**src/rtl/uart_pkg.sv**
```systemverilog
// rtl/uart_pkg.sv - shared UART constants, FSM encoding and baud divisor helper
package uart_pkg;

  localparam int PARITY_NONE = 0;
  localparam int PARITY_EVEN = 1;
  localparam int PARITY_ODD  = 2;

  typedef enum logic [2:0] {
    ST_IDLE,
    ST_START,
    ST_DATA,
    ST_PARITY,
    ST_STOP
  } uart_state_e;

  // A divisor below 2 cannot hold a bit for a full baud period; 0 flags it.
  function automatic int baud_div(input int clk_hz, input int baud);
    int div;
    div = clk_hz / baud;
    return (div < 2) ? 0 : div;
  endfunction

endpackage

```
**src/rtl/sync_fifo.sv**
```systemverilog
// rtl/sync_fifo.sv - single-clock FIFO with registered occupancy count
module sync_fifo #(
  parameter int WIDTH = 8,
  parameter int DEPTH = 16
) (
  input  logic                   clk,
  input  logic                   rst_n,
  input  logic                   wr_en,
  input  logic [WIDTH-1:0]       wr_data,
  input  logic                   rd_en,
  output logic [WIDTH-1:0]       rd_data,
  output logic                   full,
  output logic                   empty,
  output logic [$clog2(DEPTH):0] count
);

  localparam int AW = $clog2(DEPTH);

  logic [WIDTH-1:0] mem_q [DEPTH];
  logic [AW-1:0]    wr_ptr_q;
  logic [AW-1:0]    rd_ptr_q;
  logic [AW:0]      count_q;
  logic             push;
  logic             pop;

  assign full    = (count_q == (AW+1)'(DEPTH));
  assign empty   = (count_q == '0);
  // A full FIFO refuses writes even when a pop frees a slot in the same cycle.
  assign push    = wr_en && !full;
  assign pop     = rd_en && !empty;
  assign rd_data = mem_q[rd_ptr_q];
  assign count   = count_q;

  always_ff @(posedge clk or negedge rst_n) begin
    if (!rst_n) begin
      wr_ptr_q <= '0;
      rd_ptr_q <= '0;
      count_q  <= '0;
    end else begin
      if (push) wr_ptr_q <= wr_ptr_q + 1'b1;
      if (pop)  rd_ptr_q <= rd_ptr_q + 1'b1;
      if (push && !pop)      count_q <= count_q + 1'b1;
      else if (pop && !push) count_q <= count_q - 1'b1;
    end
  end

  always_ff @(posedge clk) begin
    if (push) mem_q[wr_ptr_q] <= wr_data;
  end

endmodule

```
**src/rtl/uart_tx_fifo.sv**
```systemverilog
// rtl/uart_tx_fifo.sv - buffered UART transmitter with configurable data, parity and stop bits
module uart_tx_fifo
  import uart_pkg::*;
#(
  parameter int CLK_FREQ_HZ = 100_000_000,
  parameter int BAUD_RATE   = 115_200,
  parameter int DATA_BITS   = 8,
  parameter int PARITY      = PARITY_NONE,
  parameter int STOP_BITS   = 1,
  parameter int FIFO_DEPTH  = 16
) (
  input  logic                        clk,
  input  logic                        rst_n,
  input  logic                        in_valid,
  input  logic [DATA_BITS-1:0]        in_data,
  output logic                        in_ready,
  output logic                        tx,
  output logic                        tx_busy,
  output logic [$clog2(FIFO_DEPTH):0] fifo_count
);

  localparam int BAUD_DIV = baud_div(CLK_FREQ_HZ, BAUD_RATE);
  localparam int BW = (BAUD_DIV < 2) ? 1 : $clog2(BAUD_DIV);
  localparam logic [BW-1:0] BAUD_LAST = BW'(BAUD_DIV - 1);
  localparam logic [3:0] DATA_LAST = 4'(DATA_BITS - 1);
  localparam logic [3:0] STOP_LAST = 4'(STOP_BITS - 1);
  localparam logic       ODD       = (PARITY == PARITY_ODD);
  localparam bit CFG_OK = (BAUD_DIV >= 2) && (DATA_BITS >= 5) && (DATA_BITS <= 9)
                       && (PARITY == PARITY_NONE || PARITY == PARITY_EVEN || PARITY == PARITY_ODD)
                       && (STOP_BITS == 1 || STOP_BITS == 2)
                       && (FIFO_DEPTH >= 2) && ((FIFO_DEPTH & (FIFO_DEPTH - 1)) == 0);

  if (!CFG_OK) begin : g_bad_cfg
    $error("uart_tx_fifo: illegal parameter combination");
  end

  uart_state_e          state_q, state_d;
  logic [BW-1:0]        baud_q, baud_d;
  logic [3:0]           bit_q, bit_d;
  logic [DATA_BITS-1:0] shift_q, shift_d;
  logic                 par_q, par_d;
  logic                 tx_q, tx_d;
  logic                 load;
  logic                 fifo_full;
  logic                 fifo_empty;
  logic [DATA_BITS-1:0] fifo_data;

  sync_fifo #(.WIDTH(DATA_BITS), .DEPTH(FIFO_DEPTH)) u_fifo (
    .clk     (clk),
    .rst_n   (rst_n),
    .wr_en   (in_valid),
    .wr_data (in_data),
    .rd_en   (load),
    .rd_data (fifo_data),
    .full    (fifo_full),
    .empty   (fifo_empty),
    .count   (fifo_count)
  );

  assign in_ready = !fifo_full;
  assign tx       = tx_q;
  assign tx_busy  = (state_q != ST_IDLE) || !fifo_empty;

  always_comb begin
    state_d = state_q;
    baud_d  = baud_q;
    bit_d   = bit_q;
    shift_d = shift_q;
    par_d   = par_q;
    tx_d    = tx_q;
    load    = 1'b0;
    if (state_q != ST_IDLE) baud_d = (baud_q == '0) ? BAUD_LAST : baud_q - 1'b1;
    unique case (state_q)
      ST_IDLE: load = !fifo_empty;
      ST_START: if (baud_q == '0) begin
        state_d = ST_DATA;
        bit_d   = '0;
        tx_d    = shift_q[0];
        shift_d = shift_q >> 1;
      end
      ST_DATA: if (baud_q == '0) begin
        if (bit_q == DATA_LAST) begin
          bit_d   = '0;
          state_d = (PARITY != PARITY_NONE) ? ST_PARITY : ST_STOP;
          tx_d    = (PARITY != PARITY_NONE) ? par_q : 1'b1;
        end else begin
          bit_d   = bit_q + 1'b1;
          tx_d    = shift_q[0];
          shift_d = shift_q >> 1;
        end
      end
      ST_PARITY: if (baud_q == '0) begin
        state_d = ST_STOP;
        bit_d   = '0;
        tx_d    = 1'b1;
      end
      ST_STOP: if (baud_q == '0) begin
        if (bit_q != STOP_LAST) begin
          bit_d = bit_q + 1'b1;
        end else if (!fifo_empty) begin
          load = 1'b1;
        end else begin
          state_d = ST_IDLE;
          baud_d  = '0;
          bit_d   = '0;
        end
      end
      default: state_d = ST_IDLE;
    endcase
    // Popping straight from the last stop cycle keeps frames back-to-back.
    if (load) begin
      state_d = ST_START;
      baud_d  = BAUD_LAST;
      shift_d = fifo_data;
      par_d   = (^fifo_data) ^ ODD;
      tx_d    = 1'b0;
    end
  end

  always_ff @(posedge clk or negedge rst_n) begin
    if (!rst_n) begin
      state_q <= ST_IDLE;
      baud_q  <= '0;
      bit_q   <= '0;
      shift_q <= '0;
      par_q   <= 1'b0;
      tx_q    <= 1'b1;
    end else begin
      state_q <= state_d;
      baud_q  <= baud_d;
      bit_q   <= bit_d;
      shift_q <= shift_d;
      par_q   <= par_d;
      tx_q    <= tx_d;
    end
  end

endmodule

```
**config.mk**
```make
export PLATFORM = sky130hd
export DESIGN_NAME = uart_tx_fifo
export DESIGN_NICKNAME = d
export VERILOG_FILES = /design/src/rtl/uart_pkg.sv /design/src/rtl/sync_fifo.sv /design/src/rtl/uart_tx_fifo.sv
export SDC_FILE = /design/constraint.sdc
export NUM_CORES = 1
export LEC_CHECK = 0
export CAP_MARGIN = 30
export CORE_ASPECT_RATIO = 0.75
export CORE_MARGIN = 2
export CORE_UTILIZATION = 29
export CTS_CLUSTER_DIAMETER = 30
export DETAILED_ROUTE_END_ITERATION = 6
export PLACE_DENSITY_LB_ADDON = 0.12
export SLEW_MARGIN = 10
export SYNTH_ARGS = -nofsm -noshare
export SYNTH_HDL_FRONTEND = slang
export SYNTH_SLANG_ARGS = --single-unit
```
**constraint.sdc**
```tcl
create_clock -name clk -period 6.2 [get_ports clk]
set_input_delay 1.86 -clock clk [delete_from_list [all_inputs] [get_ports clk]]
set_output_delay 1.86 -clock clk [all_outputs]
set_load 0.01 [all_outputs]
```
== Yosys cells after proc, flatten, opt, wreduce, memory -nomap -nowiden ==
Memories as Yosys holds them, arrays and structs flattened.
Cells that the tools add are included.

* Register bits: 39
* Memory bits (writable): 128
* Bits of input ports: 11
* Output and inout bits: 8
* Logic and storage cells: 99
* Memories kept: 1

* Add/sub/neg operators: 6
* Equal/unequal tests: 19
* Mux-type cells: 42
* Reductions and logical operators: 23

{| class="wikitable"
|+ Memories
! memory !! depth !! width !! rd ports !! clocked after Yosys merged registers in !! write ports !! line !! text
|-
| u_fifo.mem_q || 16 || 8 || 1 || 0 || 1 || sync_fifo.sv:19 || <nowiki>logic [WIDTH-1:0] mem_q [DEPTH];</nowiki>
|}

{| class="wikitable"
|+ Operators with widths
! cell !! number
|-
| 10-bit 2-to-1 mux || 7
|-
| 8-bit 2-to-1 mux || 4
|-
| 3-bit 2-to-1 mux || 8
|-
| 4-bit 2-to-1 mux || 6
|-
| 3-bit by 2-bit inequality test with 1-bit output, second input constant || 8
|-
| 8-bit case mux with 2 select lines || 1
|-
| 3-bit case mux with 5 select lines || 1
|-
| 4-bit by 1-bit adder with 4-bit output, second input constant || 3
|-
| 4-bit case mux with 3 select lines || 1
|-
| 10-bit zero test || 1
|-
| 1-bit 2-to-1 mux || 10
|-
| 5-bit 2-to-1 mux || 2
|-
| 10-bit by 1-bit subtractor with 10-bit output, second input constant || 1
|-
| 3-bit nonzero test || 3
|-
| 4-bit AND reduction || 2
|-
| 8-bit AND reduction || 1
|-
| 4-bit nonzero test || 2
|-
| 3-bit by 2-bit equality test with 1-bit output, second input constant || 2
|-
| 5-bit by 1-bit adder with 5-bit output, second input constant || 1
|-
| 5-bit equality test, second input constant || 1
|-
| 5-bit zero test || 1
|-
| 5-bit AND reduction || 1
|-
| 5-bit by 1-bit subtractor with 5-bit output, second input constant || 1
|-
| 4-bit by 3-bit equality test with 1-bit output, second input constant || 1
|-
| 13 further kinds || 21
|}

== Longest topological paths before layout ==
Gate-level depths: netlist of the first run.

* Depth after elaboration: 9
* Depth in mapped cells: 16
* Gate-level depth less buffers: 15

== By module ==
A second synthesis of the first run with hierarchy kept.

* Cell total of the unflattened synthesis: 467
* Area total of the unflattened synthesis: 7269.5 µm²

{| class="wikitable"
|+ By module, submodules not included
! module !! instances !! cells an instance !! area each (µm²)
|-
| sync_fifo || 1 || 322 || 5774.3
|-
| uart_tx_fifo || 1 || 145 || 1495.2
|}

== Least setup slack after synthesis of the first run ==
OpenSTA, ideal clock, no wires.

* Kind: input to register
* From: input port in_valid
* To: register u_fifo.count_q[4], in the netlist u_fifo.count[4]
* Library setup time: 0.080 ns
* Arrival time: 3.734 ns
* Setup slack: 2.386 ns
* Stages: 10
* Buffers on the path: 1
* Cell sequence: and2_1 > clkbuf_1 > ha_1 > inv_1 > ha_1 > nor2b_1 > o21a_1 > or3_1 > a21oi_1 > xor2_1

* Cells in the longest elaborated chain, start to end: 4
* Elaborated cells on any way between the ends: 6

{| class="wikitable"
|+ RTL lines
! item !! line !! text
|-
| from (decl) || uart_tx_fifo.sv:14 || <nowiki>input logic in_valid,</nowiki>
|-
| 1-bit logical AND (*) || sync_fifo.sv:29 || <nowiki>assign push = wr_en && !full;</nowiki>
|-
| net u_fifo.push || sync_fifo.sv:23 || <nowiki>logic push;</nowiki>
|-
| 1-bit zero test || sync_fifo.sv:43 || <nowiki>else if (pop && !push) count_q <= count_q - 1'b1;</nowiki>
|-
| 1-bit logical AND || sync_fifo.sv:43 ||
|-
| 2-bit nonzero test (no line) || - ||
|-
| to (signal assigned) || sync_fifo.sv:42 || <nowiki>if (push && !pop) count_q <= count_q + 1'b1;</nowiki>
|-
| to (signal assigned) || sync_fifo.sv:43 ||
|-
| to (decl) || sync_fifo.sv:22 || <nowiki>logic [AW:0] count_q;</nowiki>
|}

The timed path passes the listed nets; every way through them passes the cells marked *.
A chain may end at the register's enable or synchronous reset.

== Final worst setup path of the first run ==
* From: register u_fifo.count_q[1], in the netlist u_fifo.count[1]
* To: output port tx_busy

* Cells in the longest elaborated chain, start to end: 3

{| class="wikitable"
|+ RTL lines
! item !! line !! text
|-
| 5-bit zero test || sync_fifo.sv:27 || <nowiki>assign empty = (count_q == '0);</nowiki>
|-
| 1-bit zero test || uart_tx_fifo.sv:62 || <nowiki>assign tx_busy = (state_q != ST_IDLE) || !fifo_empty;</nowiki>
|-
| 1-bit logical OR || uart_tx_fifo.sv:62 ||
|-
| to (decl) || uart_tx_fifo.sv:18 || <nowiki>output logic tx_busy,</nowiki>
|}

No other way between the ends.

==> results of run 1 <==
flip-flops by register name (all words and copies together), names as in the netlist:
| name | count |
|---|---|
| u_fifo.wr_ptr_q | 4 |
| u_fifo.mem_q | 128 |
| state_q | 3 |
| bit_q | 4 |
| u_fifo.count | 5 |
| baud_q | 10 |
| shift_q | 8 |
| u_fifo.rd_ptr_q | 4 |
| tx | 1 |
layout by cell type (no fill, tap or decap), drive strengths merged, types with 3 or more instances in the layout:
cell type      count
o31ai              5
a21o               4
nor3              13
xor2               7
nand2b             7
inv               20
edfxtp           128
nand4              3
clkdlybuf4s50     17
dfrtp             38
a221oi             6
mux4              33
mux2i             16
nand3              6
buf                8
nor4               5
nor2b              4
a21oi              6
nor3b              3
a22o               6
nand2             16
ha                13
xnor2              9
clkbuf            17
nor2              29
clkinv             8
o21ai             16
power breakdown:
group	switching, mW	internal, mW	total, mW
Combinational	0.204	0.145	0.349
Clock	0.521	0.552	1.07
Sequential	0.0716	1.32	1.40
Total	0.797	2.02	2.82
synthesized netlist by cell type (6+ instances only):
library cell,number
edfxtp_1,128
mux2i_1,16
nand2_1,16
mux4_2,33
nor3_1,10
o21ai_0,12
xor2_1,6
inv_1,12
nand2b_1,6
ha_1,13
a22o_1,6
dfrtp_1,38
nor2_1,27
xnor2_1,9
a221oi_1,6
per-stage QoR:
step                      setup slack, ns  total power [mW]  hold WS (ns)  utilization, %
after CTS                            1.97              2.86         0.527            34.5
after detailed placement             1.84              1.77         0.516            31.9
final                                1.99              2.82         0.525            34.5
after floorplan                      2.39              1.61         0.498               -
after global routing                 1.90              2.95         0.547            34.5
after global placement               1.84              1.77         0.515            31.8
cell type report:
| class | instances | area, um^2 |
|---|---|---|
| sequential | 167 | 4820 |
| tap | 331 | 414 |
| multi-input combinational | 230 | 2190 |
| clock inverter | 15 | 194 |
| inverter | 13 | 48.8 |
| fill | 2301 | 15800 |
| clock buffer | 17 | 425 |
| timing repair buffer | 25 | 238 |
worst paths after layout:
path	startpoint	to	slack, ns	depth (start not counted)
worst max-delay path	u_fifo.count[1]$_DFFE_PN0P_	tx_busy	1.99	4
worst min register to register	shift_q[7]$_DFFE_PN0P_	shift_q[7]$_DFFE_PN0P_	0.53	2
worst min-delay path	shift_q[7]$_DFFE_PN0P_	shift_q[7]$_DFFE_PN0P_	0.53	2
min in group asynchronous	rst_n	u_fifo.count[2]$_DFFE_PN0P_	1.28	1
max in group asynchronous	rst_n	tx$_DFFE_PN1P_	4.39	2
worst max register to register	baud_q[5]$_DFF_PN0_	u_fifo.count[4]$_DFFE_PN0P_	2.61	13
logic make-up (layout without fill, tap and decap cells):
family | after synthesis | after routing | share of synthesized area [%]
flip-flops | 167 | 167 | 67.1
AND/OR/NAND/NOR | 98 | 98 | 7.92
AO/OA/AOI/OAI | 51 | 51 | 5.05
multiplexers | 51 | 51 | 12.9
buffers and inverters | 33 | 70 | 2.51
XOR/XNOR | 16 | 16 | 2.05
adder cells (fa/ha/maj) | 14 | 14 | 2.54
per-layer routing:
metal	GRT usage, %	part of all wire [%]	vias up	wire length, um
li1	-	-	1726	-
met1	19.6	53	1960	8310
met5	0	0	-	0
met3	3.20	3.1	10	487
met4	3.36	0.90	0	143
met2	18.4	43	59	6880
worst max-delay path, stage by stage, from the launching register on:
cell and delay [ns]:
dfrtp_1 0.43, or4_4 0.62, nor2_4 0.26, nand2_1 0.11
clkdlybuf4s50_1 0.50
==> out/qor.yml, run 1 <==
logic_synthesis:
  synth_top_area_share_pct: 53.5
  synth-edff-count: 128
  synth-seq-cells: 167
  ys_seq_area_share_pct: 67.1
  synth_area_per_cell_um2: 16.7
  synthTopCellsByArea: "edfxtp_1, dfrtp_1, mux4_2, ha_1, mux2i_1"
  async_reset_ff_share_pct: 23.4
  yosysWarnings: 0
  ys_types: 60
  synth_cells: 430
  syn_area_mm2: 0.00719
  yosys.area.top_type: "edfxtp_1"
  ys_dominant_reg_cell: "edfxtp_1"
  synth_nets: 455
cts:
  cts_root_buffer: "clkbuf_16"
  cts_setup_buffers: 0
  cts_hold_buffers: 0
  clkSinkCount: 167
  cts_buffer_depth: 2
  path_clk_slew_ns: 0.07
  cts_buffers: 17
  cts_resized: 0
  clock_latency_ns: 0.44
  h-tree-depth: 4
  cts_tree: "done"
die:
  core_mm2: 0.0242
  die_y_um: 140
  fp.dieArea_mm2: 0.0261
  initial_utilization_pct: 29.8
  fp.dieW_um: 186
  io_pins: 19
  rows: 49
setup_path:
  arrival_ns: 2.35
  start_kind: "flop"
  cp-end-kind: "output pin"
  crit_type: "flop to output pin"
  cp_max_fo: 6
  required_ns: 4.34
timing:
  tns_ns: 0
  fmax_mhz: 238
  grt_setup_unrepaired: "no"
  slew_headroom_pct: 41.2
  finalSetupViolCount: 0
  skew_ns: 0.0162
  period_needed_ns: 4.21
  hold_viol: 0
  drv_slew: 0
  worstMarginPinSlew_ns: 0.879
  timing.final.crit_share_pct: 67.8
global_routing:
  overflow: 0
  grt_pass1_vias: 3844
  grt_pass1_wl_um: 24200
  grt_max_degree: 33
  track_usage_pct: 13.0
  antenna_found_initial: 0
placement:
  dpl_cell_area_mm2: 0.00771
  dpl.cell_count: 766
  portBuffers: 18
  place.gp.congestion: 0.746
  dp.final_hpwl_um: 10800
power:
  peakVddDrop_mv: 0.193
  p_leak_nw: 2.86
  power_density_mw_per_mm2: 338
route:
  vias: 3755
  via_per_inst: 4.71
  finalWirelength_um: 15800
  drt-initial-drc-count: 293
  antenna_left: 0
  drc: 0
  first_pass_iters: 4
  routedWlPerCell_um: 19.8
layout:
  finish.net_count: 479
  finalInstanceArea_mm2: 0.00833
  n_antenna_cell: 0
  drive_gt1_share_pct: 19.3
  syn_to_final_growth_pct: 15.9
  fin_cells: 798
outcome:
  status: "complete, no violations"
job:
  maxCapViolCount: 0
min_path:
  hp-class: "flop to flop"
No activity file was read; power rests on OpenSTA's default activity.
==> run 2: changes to the inputs <==
clock period = 4.1 ns   (was 6.2 ns; I/O delays follow)
==> out/qor.yml, run 2 (same netlist as run 1, synthesis figures left out) <==
die:
  io_pins: 19  # unchanged
  fp.dieW_um: 186  # unchanged
  die_y_um: 140  # unchanged
  initial_utilization_pct: 29.8  # unchanged
  rows: 49  # unchanged
  core_mm2: 0.0242  # unchanged
  fp.dieArea_mm2: 0.0261  # unchanged
cts:
  path_clk_slew_ns: 0.06  # was 0.07 ns
  cts_tree: "done"  # unchanged
  cts_root_buffer: "clkbuf_16"  # unchanged
  h-tree-depth: 4  # unchanged
  clock_latency_ns: 0.42  # was 0.44 ns
  clkSinkCount: 167  # unchanged
  cts_resized: 0  # unchanged
  cts_hold_buffers: 0  # unchanged
  cts_setup_buffers: 0  # unchanged
  cts_buffers: 17  # unchanged
  cts_buffer_depth: 2  # unchanged
timing:
  worstMarginPinSlew_ns: 0.721  # was 0.879 ns
  finalSetupViolCount: 0  # unchanged
  fmax_mhz: 281
  timing.final.crit_share_pct: 86.8
  setup_slack_ns: 0.542  # was 1.99 ns
  tns_ns: 0  # unchanged
  slew_headroom_pct: 51.9  # was 41.2%
  hold_viol: 0  # unchanged
  skew_ns: 0.00909  # was 0.0162 ns
  drv_slew: 0  # unchanged
  period_needed_ns: 3.56
  grt_setup_unrepaired: "no"  # unchanged
power:
  power_density_mw_per_mm2: 492  # was 338 mW/mm^2
  intPower_mw: 3.02  # was 2.02 mW
  p_comb_share_pct: 13.7  # was 12.4%
  p_clk_share_pct: 35.1  # was 38.1%
  switchingPower_mw: 1.09  # was 797 uW
  power_frac_seq_pct: 51.2  # was 49.5%
  switching_share_pct: 26.6  # was 28.3%
  p_leak_nw: 2.89  # was 2.86 nW
  peakVddDrop_mv: 0.227  # was 0.193 mV
route:
  routedWlPerCell_um: 19.5  # was 19.8 um
  highest_layer: "met4"  # unchanged
  vias: 3848  # was 3755
  wl_met1_um: 8180  # was 8310 um
  drt-initial-drc-count: 273  # was 293
  finalWirelength_um: 15900  # was 15800 um
  via_per_inst: 4.73  # was 4.71
  met3WireLength_um: 357  # was 487 um
  antenna_left: 0  # unchanged
  wl_met2_um: 7180  # was 6880 um
  drc: 0  # unchanged
  first_pass_iters: 4  # unchanged
layout:
  final_cell_mix: "edfxtp_1, dfrtp_1, mux4_2, nor2_1, buf_4"  # was edfxtp_1, dfrtp_1, mux4_2, nor2_1
  finish.net_count: 495  # was 479
  reg_top3: "u_fifo.mem_q: 128 flops, baud_q: 10 flops, shift_q: 8 flops"  # unchanged
  drive_gt1_share_pct: 20.9  # was 19.3%
  syn_to_final_growth_pct: 16.3  # was 15.9%
  largest_register_ffs: 128  # unchanged
  final_common_cell: "edfxtp_1"  # unchanged
  n_antenna_cell: 0  # unchanged
  final_core_util_pct: 34.6  # was 34.5%
  top_register: "u_fifo.mem_q"  # unchanged
setup_path:
  cp_max_fo: 6  # unchanged
  slowest_stage: "or4_4"  # unchanged
  critical_path.top_delay_family: "simple AND/OR/NAND/NOR gates"  # unchanged
  cp-end-kind: "output pin"  # unchanged
  arrival_ns: 2.33  # was 2.35 ns
  path_depth: 4  # unchanged
  crit_chain: "or4_4, nor2_4, nand2_1, clkdlybuf4s50_1"  # unchanged
  critPathMaxStageDelay_ns: 0.62  # about the same
  worstRegToRegCells: 13  # unchanged
  crit_type: "flop to output pin"  # unchanged
  start_kind: "flop"  # unchanged
  required_ns: 2.87  # was 4.34 ns
  path_buf_inv: 1  # unchanged
global_routing:
  antenna_found_initial: 0  # unchanged
  grt_pass1_wl_um: 24600  # was 24200 um
  track_usage_pct: 13.0  # about the same
  overflow: 0  # unchanged
  grt_max_degree: 40  # was 33
  grt_pass1_vias: 3979  # was 3844
min_path:
  hp-class: "flop to flop"  # unchanged
  hold-path-cell-count: 2  # unchanged
placement:
  portBuffers: 18  # unchanged
  place_ws_ns: 0.628  # was 1.84 ns
  place.gp.congestion: 0.757  # was 0.746
  dp.final_hpwl_um: 10500  # was 10800 um
outcome:
  status: "complete, no violations"  # unchanged
job:
  maxCapViolCount: 0  # unchanged
run 2: per-stage QoR:
step | total power [mW] | std cells | area, um^2 | hold WS (ns)
floorplan | 2.44 | 430 | 7190 | 0.498
global placement | 2.70 | 781 | 7810 | 0.519
detailed placement | 2.71 | 781 | 7810 | 0.530
CTS | 4.17 | 813 | 8340 | 0.539
global route | 4.33 | 814 | 8360 | 0.557
finish | 4.11 | 814 | 8360 | 0.531
run 2: power by group through the flow:
| stage | clock, mW | sequential, mW | combinational, mW |
|---|---|---|---|
| 2_1_floorplan | 0 | 2.11 | 0.331 |
| 3_3_place_gp | 0 | 2.14 | 0.560 |
| 3_5_place_dp | 0 | 2.14 | 0.567 |
| 4_1_cts | 1.49 | 2.11 | 0.574 |
| 5_1_grt | 1.57 | 2.13 | 0.635 |
| 6_report | 1.44 | 2.11 | 0.564 |
run 2: routing by layer:
| metal | vias up | global-route usage [%] |
|---|---|---|
| li1 | 1752 | - |
| met2 | 34 | 18.9 |
| met3 | 12 | 2.63 |
| met1 | 2050 | 19.5 |
| met4 | 0 | 3.98 |
| met5 | - | 0 |
run 2: cell type report:
cell class / count / area (um^2)
well taps: 331 / 414
repair buffers: 41 / 360
clock inverters: 14 / 101
multi-input cells: 230 / 2190
flip-flops and latches: 167 / 4820
inverters: 13 / 48.8
clock buffers: 18 / 429
fillers: 2328 / 15800
run 2: path summary, 6_finish.rpt:
check	startpoint	end	slack (ns)
min in group asynchronous	rst_n	u_fifo.count[3]$_DFFE_PN0P_	0.68
max in group asynchronous	rst_n	tx$_DFFE_PN1P_	2.90
setup reg to reg	baud_q[5]$_DFF_PN0_	u_fifo.count[4]$_DFFE_PN0P_	0.82
hold / removal	shift_q[7]$_DFFE_PN0P_	shift_q[7]$_DFFE_PN0P_	0.53
setup / recovery	u_fifo.count[1]$_DFFE_PN0P_	tx_busy	0.54
hold reg to reg	shift_q[7]$_DFFE_PN0P_	shift_q[7]$_DFFE_PN0P_	0.53
run 2: worst register-to-register path, stage by stage, from the launching register on:
cell and delay (ns):
dfrtp_1 0.46, nor4_4 0.39, and4b_1 0.50, a21oi_4 0.16, nor2_8 0.12, inv_2 0.04, ha_1 0.23, inv_1 0.11
ha_1 0.27, nor2b_1 0.15, o21a_1 0.17, or3_1 0.30, a21oi_1 0.18, xor2_1 0.15
==> run 3: changes to the inputs <==
--- a/config.mk
+++ b/config.mk
@@ -6,5 +6,5 @@
 export NUM_CORES = 1
 export LEC_CHECK = 0
-export CAP_MARGIN = 30
+export CAP_MARGIN = 20
 export CORE_ASPECT_RATIO = 0.75
 export CORE_MARGIN = 2
==> constraint.sdc (replaced) <==
create_clock -name clk -period 4.1 [get_ports clk]
set_input_delay 0.82 -clock clk [delete_from_list [all_inputs] [get_ports clk]]
set_output_delay 0.82 -clock clk [all_outputs]
set_load 0.01 [all_outputs]
==> out/qor.yml, run 3 (same netlist as run 1, synthesis figures left out) <==
outcome:
  status: "complete, no violations"  # unchanged
layout:
  seqCellArea_mm2: 0.00482  # unchanged
  final_common_cell: "edfxtp_1"  # unchanged
  drive_gt1_share_pct: 20.7  # was 20.9%
  multi_input_area_mm2: 0.00219  # unchanged
  syn_to_final_growth_pct: 16.2  # was 16.3%
  finish.net_count: 490  # was 495
  largest_register_ffs: 128  # unchanged
  reg_top3: "u_fifo.mem_q: 128 flops, baud_q: 10 flops, shift_q: 8 flops"  # unchanged
  num-fill-cells: 2346  # was 2328
  final_cell_mix: "edfxtp_1, dfrtp_1, mux4_2, nor2_1, buf_4"  # unchanged
  n_antenna_cell: 0  # unchanged
  top_register: "u_fifo.mem_q"  # unchanged
job:
  maxCapViolCount: 0  # unchanged
die:
  rows: 49  # unchanged
  io_pins: 19  # unchanged
  fp.dieArea_mm2: 0.0261  # unchanged
  fp.dieW_um: 186  # unchanged
  core_mm2: 0.0242  # unchanged
  die_y_um: 140  # unchanged
  initial_utilization_pct: 29.8  # unchanged
setup_path:
  cp_common_cell: "ha_1"
  required_ns: 4.45  # was 2.87 ns
  cp-end-kind: "flop"  # was output pin
  slowest_stage: "dfrtp_1"  # was or4_4
  arrival_ns: 3.85  # was 2.33 ns
  start_kind: "flop"  # unchanged
  crit_type: "flop to flop"  # was flop to output pin
  critical_path.top_delay_family: "simple AND/OR/NAND/NOR gates"  # unchanged
  crit_chain: "inv_1, ha_1, nor3b_1, and3_1, a21oi_4, nor2_8, inv_2, ha_1, inv_1, ha_1, nor2b_1, o21a_1, or3_1, a21oi_1, xor2_1"  # was or4_4, nor2_4, nand2_1, clkdlybuf4s50_1
  path_buf_inv: 3  # was 1
  critPathMaxStageDelay_ns: 0.42  # was 0.62 ns
  cp_max_fo: 13  # was 6
timing:
  drv_slew: 0  # unchanged
  worstMarginPinSlew_ns: 0.975  # was 0.721 ns
  setup_slack_ns: 0.602  # was 0.542 ns
  skew_ns: 0.00886  # was 0.00909 ns
  fmax_mhz: 286  # was 281 MHz
  hold_slack_ns: 0.530  # was 0.531 ns
  tns_ns: 0  # unchanged
  timing.final.crit_share_pct: 85.3  # was 86.8%
  finalSetupViolCount: 0  # unchanged
  slew_headroom_pct: 34.8  # was 51.9%
  hold_viol: 0  # unchanged
  grt_setup_unrepaired: "no"  # unchanged
  period_needed_ns: 3.50  # was 3.56 ns
global_routing:
  track_usage_pct: 12.9  # was 13.0%
  grt_pass1_wl_um: 24400  # was 24600 um
  grt_max_degree: 40  # unchanged
  overflow: 0  # unchanged
  grt_pass1_vias: 4020  # was 3979
  antenna_found_initial: 0  # unchanged
cts:
  h-tree-depth: 4  # unchanged
  cts_buffer_depth: 2  # unchanged
  clock_latency_ns: 0.42  # about the same
  cts_hold_buffers: 0  # unchanged
  clkSinkCount: 167  # unchanged
  cts_root_buffer: "clkbuf_16"  # unchanged
  path_clk_slew_ns: 0.07  # was 0.06 ns
  cts_setup_buffers: 0  # unchanged
  cts_buffers: 17  # unchanged
  cts_tree: "done"  # unchanged
  cts_resized: 0  # unchanged
placement:
  place.gp.congestion: 0.751  # was 0.757
  dp.final_hpwl_um: 10600  # was 10500 um
  place_ws_ns: 0.612  # was 0.628 ns
  portBuffers: 18  # unchanged
route:
  antenna_left: 0  # unchanged
  first_pass_iters: 6  # was 4
  routedWlPerCell_um: 19.5  # about the same
  vias: 3801  # was 3848
  drc: 0  # unchanged
  finalWirelength_um: 15800  # was 15900 um
  drt-initial-drc-count: 278  # was 273
  via_per_inst: 4.70  # was 4.73
power:
  p_leak_nw: 2.89  # about the same
  peakVddDrop_mv: 0.205  # was 0.227 mV
  power_density_mw_per_mm2: 504  # was 492 mW/mm^2
min_path:
  hp-class: "primary input to asynchronous set/reset pin"  # was flop to flop
## run 3: cell types whose count changed in the layout (fill, tap and decap cells not counted)
cell       delta
buf_4         -4
buf_12        -1
bufinv_16     +1
clkinv_2      +1
clkinv_4      -3
inv_6         +2
inv_8         +2
clkinv_1      -3
## run 3: worst paths after layout
path	from	to	slack, ns	depth (start not counted)
hold reg to reg	shift_q[7]$_DFFE_PN0P_	shift_q[7]$_DFFE_PN0P_	0.54	2
setup / recovery	bit_q[0]$_DFFE_PN0P_	u_fifo.count[4]$_DFFE_PN0P_	0.60	15
hold / removal	rst_n	u_fifo.count[1]$_DFFE_PN0P_	0.53	1
max in group asynchronous	rst_n	u_fifo.rd_ptr_q[0]$_DFFE_PN0P_	2.92	1
min in group clk	shift_q[7]$_DFFE_PN0P_	shift_q[7]$_DFFE_PN0P_	0.54	2
setup reg to reg	bit_q[0]$_DFFE_PN0P_	u_fifo.count[4]$_DFFE_PN0P_	0.60	15
## run 3: power breakdown
part	internal, mW	total (mW)	leakage, nW	switching [mW]
Combinational	0.234	0.550	0.997	0.316
Sequential	2.00	2.11	1.62	0.105
Clock	0.854	1.55	0.271	0.696
## run 3: metrics by stage
step / utilization (%) / instance area [um^2] / total power, mW / cells
2_1_floorplan: - / 7190 / 2.44 / 430
4_1_cts: 34.6 / 8350 / 4.27 / 809
5_1_grt: 34.6 / 8350 / 4.40 / 809
3_5_place_dp: 32.2 / 7780 / 2.70 / 777
6_report: 34.6 / 8350 / 4.21 / 809
3_3_place_gp: 32.2 / 7780 / 2.69 / 777
## run 3: worst register-to-register path, stage by stage (launching register included)
cell	delay, ns
dfrtp_1	0.42
inv_1	0.07
ha_1	0.13
nor3b_1	0.33
and3_1	0.40
a21oi_4	0.14
nor2_8	0.31
inv_2	0.06
ha_1	0.24
inv_1	0.11
ha_1	0.27
nor2b_1	0.15
o21a_1	0.17
or3_1	0.30
a21oi_1	0.18
xor2_1	0.15
## run 3: layer usage
| layer | global-route usage [%] | part of all wire [%] | up-vias |
|---|---|---|---|
| met5 | 0 | 0 | - |
| met4 | 4.23 | 0.98 | 0 |
| met3 | 2.42 | 2.4 | 11 |
| met2 | 19.4 | 46 | 36 |
| met1 | 18.8 | 51 | 2002 |
| li1 | - | - | 1752 |
## run 3: layout make-up
| type | instances | area share [%] |
|---|---|---|
| Clock buffer | 18 | 5.14 |
| Clock inverter | 14 | 1.66 |
| Multi-Input combinational cell | 230 | 26.2 |
| Sequential cell | 167 | 57.7 |
| Inverter | 13 | 0.584 |
| Timing Repair Buffer | 36 | 3.72 |
| Tap cell | 331 | 4.96 |
